### config.mk
export PLATFORM = sky130hd
export DESIGN_NAME = store_buffer
export DESIGN_NICKNAME = d
export VERILOG_FILES = /design/src/rtl/store_buffer.sv
export SDC_FILE = /design/constraint.sdc
export NUM_CORES = 1
export LEC_CHECK = 0
export ABC_AREA = 1
export CAP_MARGIN = 20
export CORE_MARGIN = 4
export CORE_UTILIZATION = 35
export CTS_CLUSTER_DIAMETER = 40
export DETAILED_ROUTE_END_ITERATION = 12
export RECOVER_POWER = 50
export SLEW_MARGIN = 20
export SYNTH_ARGS = -nofsm -noshare
export SYNTH_HDL_FRONTEND = slang
export SYNTH_SLANG_ARGS = --single-unit
### constraint.sdc
create_clock -name clk -period 18.61 [get_ports clk]
set_input_delay 3.722 -clock clk [delete_from_list [all_inputs] [get_ports clk]]
set_output_delay 3.722 -clock clk [all_outputs]
set_load 0.1 [all_outputs]
### src/rtl/store_buffer.sv
// In-order store buffer with a 1-cycle push-to-memory latency; st_ready=!full, mem_* held while mem_ready=0.
// Optional store-to-load forwarding is built when STORE_BUF_FWD_EN is defined.
module store_buffer #(
  parameter int DEPTH = 4
) (
  input  logic                     clk,
  input  logic                     reset,
  input  logic                     st_valid,
  output logic                     st_ready,
  input  logic [31:0]              st_addr,
  input  logic [31:0]              st_data,
  input  logic [3:0]               st_mask,
  output logic                     mem_valid,
  input  logic                     mem_ready,
  output logic [31:0]              mem_addr,
  output logic [31:0]              mem_wdata,
  output logic [3:0]               mem_wstrb,
  output logic [$clog2(DEPTH):0]   count,
  output logic                     empty,
  output logic                     full,
  input  logic [31:0]              ld_addr,
  output logic [31:0]              fwd_data,
  output logic [3:0]               fwd_mask
);

  localparam int PW = $clog2(DEPTH);
  localparam int CW = PW + 1;

  logic [29:0]   r_addr [DEPTH];
  logic [31:0]   r_data [DEPTH];
  logic [3:0]    r_mask [DEPTH];
  logic [PW-1:0] r_wr_ptr;
  logic [PW-1:0] r_rd_ptr;
  logic [CW-1:0] r_count;

  logic w_push;
  logic w_pop;
  logic w_unused;

  assign empty     = (r_count == '0);
  assign full      = (r_count == CW'(DEPTH));
  assign count     = r_count;
  assign st_ready  = !full;
  assign mem_valid = !empty;
  assign mem_addr  = {r_addr[r_rd_ptr], 2'b00};
  assign mem_wdata = r_data[r_rd_ptr];
  assign mem_wstrb = r_mask[r_rd_ptr];

  // An all-zero mask completes the handshake but writes nothing, so it is never queued.
  assign w_push = st_valid && st_ready && (st_mask != 4'b0000);
  assign w_pop  = mem_valid && mem_ready;

  always_ff @(posedge clk or posedge reset) begin
    if (reset) begin
      r_wr_ptr <= '0;
      r_rd_ptr <= '0;
      r_count  <= '0;
      for (int i = 0; i < DEPTH; i++) begin
        r_addr[i] <= '0;
        r_data[i] <= '0;
        r_mask[i] <= '0;
      end
    end else begin
      if (w_push) begin
        r_addr[r_wr_ptr] <= st_addr[31:2];
        r_data[r_wr_ptr] <= st_data;
        r_mask[r_wr_ptr] <= st_mask;
        r_wr_ptr         <= r_wr_ptr + PW'(1);
      end
      if (w_pop) begin
        r_rd_ptr <= r_rd_ptr + PW'(1);
      end
      if (w_push && !w_pop) begin
        r_count <= r_count + CW'(1);
      end else if (!w_push && w_pop) begin
        r_count <= r_count - CW'(1);
      end
    end
  end

`ifdef STORE_BUF_FWD_EN
  logic [PW-1:0] w_idx;

  // Walk oldest to newest so younger matching stores overwrite older lanes.
  always_comb begin
    fwd_data = '0;
    fwd_mask = '0;
    w_idx    = r_rd_ptr;
    for (int i = 0; i < DEPTH; i++) begin
      w_idx = r_rd_ptr + PW'(i);
      if ((CW'(i) < r_count) && (r_addr[w_idx] == ld_addr[31:2])) begin
        fwd_mask = fwd_mask | r_mask[w_idx];
        for (int b = 0; b < 4; b++) begin
          if (r_mask[w_idx][b]) begin
            fwd_data[8*b +: 8] = r_data[w_idx][8*b +: 8];
          end
        end
      end
    end
  end

  assign w_unused = ^{st_addr[1:0], ld_addr[1:0]};
`else
  assign fwd_data = '0;
  assign fwd_mask = '0;
  assign w_unused = ^{st_addr[1:0], ld_addr};
`endif

endmodule

==> out/qor.txt <==
outcome: complete, but fails checks
failing checks: max-capacitance violations, max-slew violations
Post-CTS Setup Bufs: 0
Worst-path clk slew: 0.05 ns
clk sinks: 271
Slew Viols, Final: 354
Max stage delay cell, worst path: clkbuf_1
total wire length: 42.2 mm
flop and latch count out of synthesis: 271
initial antenna violation count: 2
post-route cell area: 16,200 sq um
area delta synth->final: 22.0%
Iteration-0 DRC Markers: 1,041
Setup TNS: 0 ns
most frequent cells in the layout: nand2_1 (539), dfrtp_1 (269), nand4_1 (268)
post-synthesis cell type count: 22
Ys Warns: 0
wire length on met3: 3.34 mm
Max-Cap Viols: 4
max incr delay on CP: 3.53 ns
Worst Skew: 0.0201 ns
final hold violation count: 0
# port buffers: 142
I/O pin cnt: 215
Final nets: 1,794
Final GP Congestion: 0.738
chip height: 203 microns
commonest non-fill, non-tap cell in the layout: nand2_1
GRT overflow: 0
Worst-Margin Slew: 4.91 ns
core area: 37,600 sq um
DR vias: 12,100
crit start category: primary input
Final Core Density: 0.432
clk_lat worst skew: 0.53 ns
post-route ant nets: 0
syn_area_per_cell: 8.14 sq um
Rel. slew slack: -2.27
Synth Cell Area: 13,300 sq um
final setup fails: 0
crit path time final: 11.09 ns
hold_buf cts: 0
final worst path period share: 0.596
Worst Setup End Kind: register
Die X: 203 microns
crit-path cells: dlygate4sd3_1 -> nor2_1 -> nand2_1 -> clkbuf_1 -> buf_4 -> nand4_1 -> nand2_1
CTS tree: yes
worst-path fanout max: 109
share of cells above drive strength 1: 0.0583
maximum clock frequency: 90.1 MHz
CP required: 19.06 ns
CP Data Arrival Time: 11.54 ns
GRT Overall Usage: 0.200
Critical Path Most Common Cell: nand2_1
Hold Slack: 0.462 ns
uppermost routed layer: met5
RSZ-0062 raised after global routing: no
initial core utilization: 0.354
largest net degree at the start of global routing: 267
row count: 71
# resized after CTS: 0
Post-Syn Instances: 1,635
Cell Area, Placed: 14,700 sq um
wire per inst: 19.0 microns
register area share after synthesis: 0.509
met1 wire length: 18.3 mm
Root Buffer: clkbuf_16
vias per inst: 5.43
DR DRC count: 0
clk buf depth: 3
CTS buffer count: 45
HPWL Detailed: 20.7 mm
kind of critical path: in -> reg
H-Tree Level Count: 2
Hold/Removal Path Class: reg -> reg
global-route wire length before repair: 67.0 mm
Routed met2 length: 19.7 mm
Ant. Diodes: 0
DIE AREA: 41,200 sq um
number of global-route vias before repair: 11,700
DRT Pass-1 Iters: 5
## path summary, 6_finish.rpt
path	slack [ns]	endpoint	from	depth (start not counted)
setup / recovery	7.52	r_addr[20]$_DFFE_PP0P_	st_mask[0]	7
hold / removal	0.46	r_data[87]$_DFFE_PP0P_	r_data[87]$_DFFE_PP0P_	2
setup reg to reg	13.81	r_data[72]$_DFFE_PP0P_	r_wr_ptr[1]$_DFFE_PP0P_	7
hold reg to reg	0.46	r_data[87]$_DFFE_PP0P_	r_data[87]$_DFFE_PP0P_	2
max in group asynchronous	11.10	r_rd_ptr[0]$_DFFE_PP0P_	reset	2
min in group asynchronous	5.04	r_rd_ptr[0]$_DFFE_PP0P_	reset	2
## layout make-up
| cell class | instances | area [sq um] |
|---|---|---|
| clock inverters | 14 | 194 |
| fillers | 3779 | 21300 |
| well taps | 511 | 639 |
| repair buffers | 160 | 1590 |
| inverters | 11 | 45.0 |
| flip-flops and latches | 271 | 6790 |
| clock buffers | 65 | 1330 |
| multi-input cells | 1195 | 5640 |
## synth_stat cells
| cell type | instances | area share |
|---|---|---|
| a21oi_2 | 1 | 0.00066 |
| buf_1 | 7 | 0.0020 |
| buf_2 | 52 | 0.020 |
| buf_4 | 61 | 0.034 |
| buf_6 | 1 | 0.00085 |
| clkbuf_1 | 74 | 0.021 |
| conb_1 | 1 | 0.00028 |
| dfrtp_1 | 271 | 0.51 |
| fa_1 | 1 | 0.0015 |
| ha_1 | 5 | 0.0047 |
| inv_1 | 11 | 0.0031 |
| mux2_2 | 1 | 0.00085 |
| nand2_1 | 538 | 0.15 |
| nand2_4 | 1 | 0.00085 |
| nand3_1 | 3 | 0.0011 |
| nand4_1 | 268 | 0.13 |
| nor2_1 | 136 | 0.038 |
| nor2_2 | 1 | 0.00047 |
| o21ai_0 | 132 | 0.050 |
| o22ai_1 | 66 | 0.031 |
| xnor2_1 | 1 | 0.00066 |
| xor2_1 | 3 | 0.0020 |
## cells by family after synthesis
logic type,synth area share
AOI/OAI and AO/OA,0.0813
buffers and inverters,0.0807
DFF,0.509
adders and majority gates,0.00620
other,0.000282
muxes,0.000846
and+or+nand+nor,0.318
xor gates and xnor gates,0.00263
## critical path, delay by kind of cell
family,cells,cell delay (ns)
simple gates,4,2.29
buf+inv,3,5.33
## metal layers
metal	vias to the layer above	GRT usage
li1	5643	-
met1	5910	0.274
met2	465	0.326
met3	75	0.0417
met4	4	0.0525
met5	-	0
## sequential cells by signal, summed over array words and instances, names as in the netlist
| signal | cells |
|---|---|
| r_data | 128 |
| r_mask | 16 |
| count | 3 |
| r_addr | 120 |
| r_rd_ptr | 2 |
| r_wr_ptr | 2 |
## stage by stage
| stage | setup WS (ns) | cells |
|---|---|---|
| after floorplan | 7.42 | 1672 |
| after global placement | 10.94 | 2147 |
| after detailed placement | 10.95 | 2147 |
| after CTS | 10.38 | 2226 |
| after global routing | 6.99 | 2227 |
| final | 7.52 | 2227 |
Power is left out: the tool's default activity adds up to more than one toggle a clock period on the data nets, which glitch-free logic cannot reach.
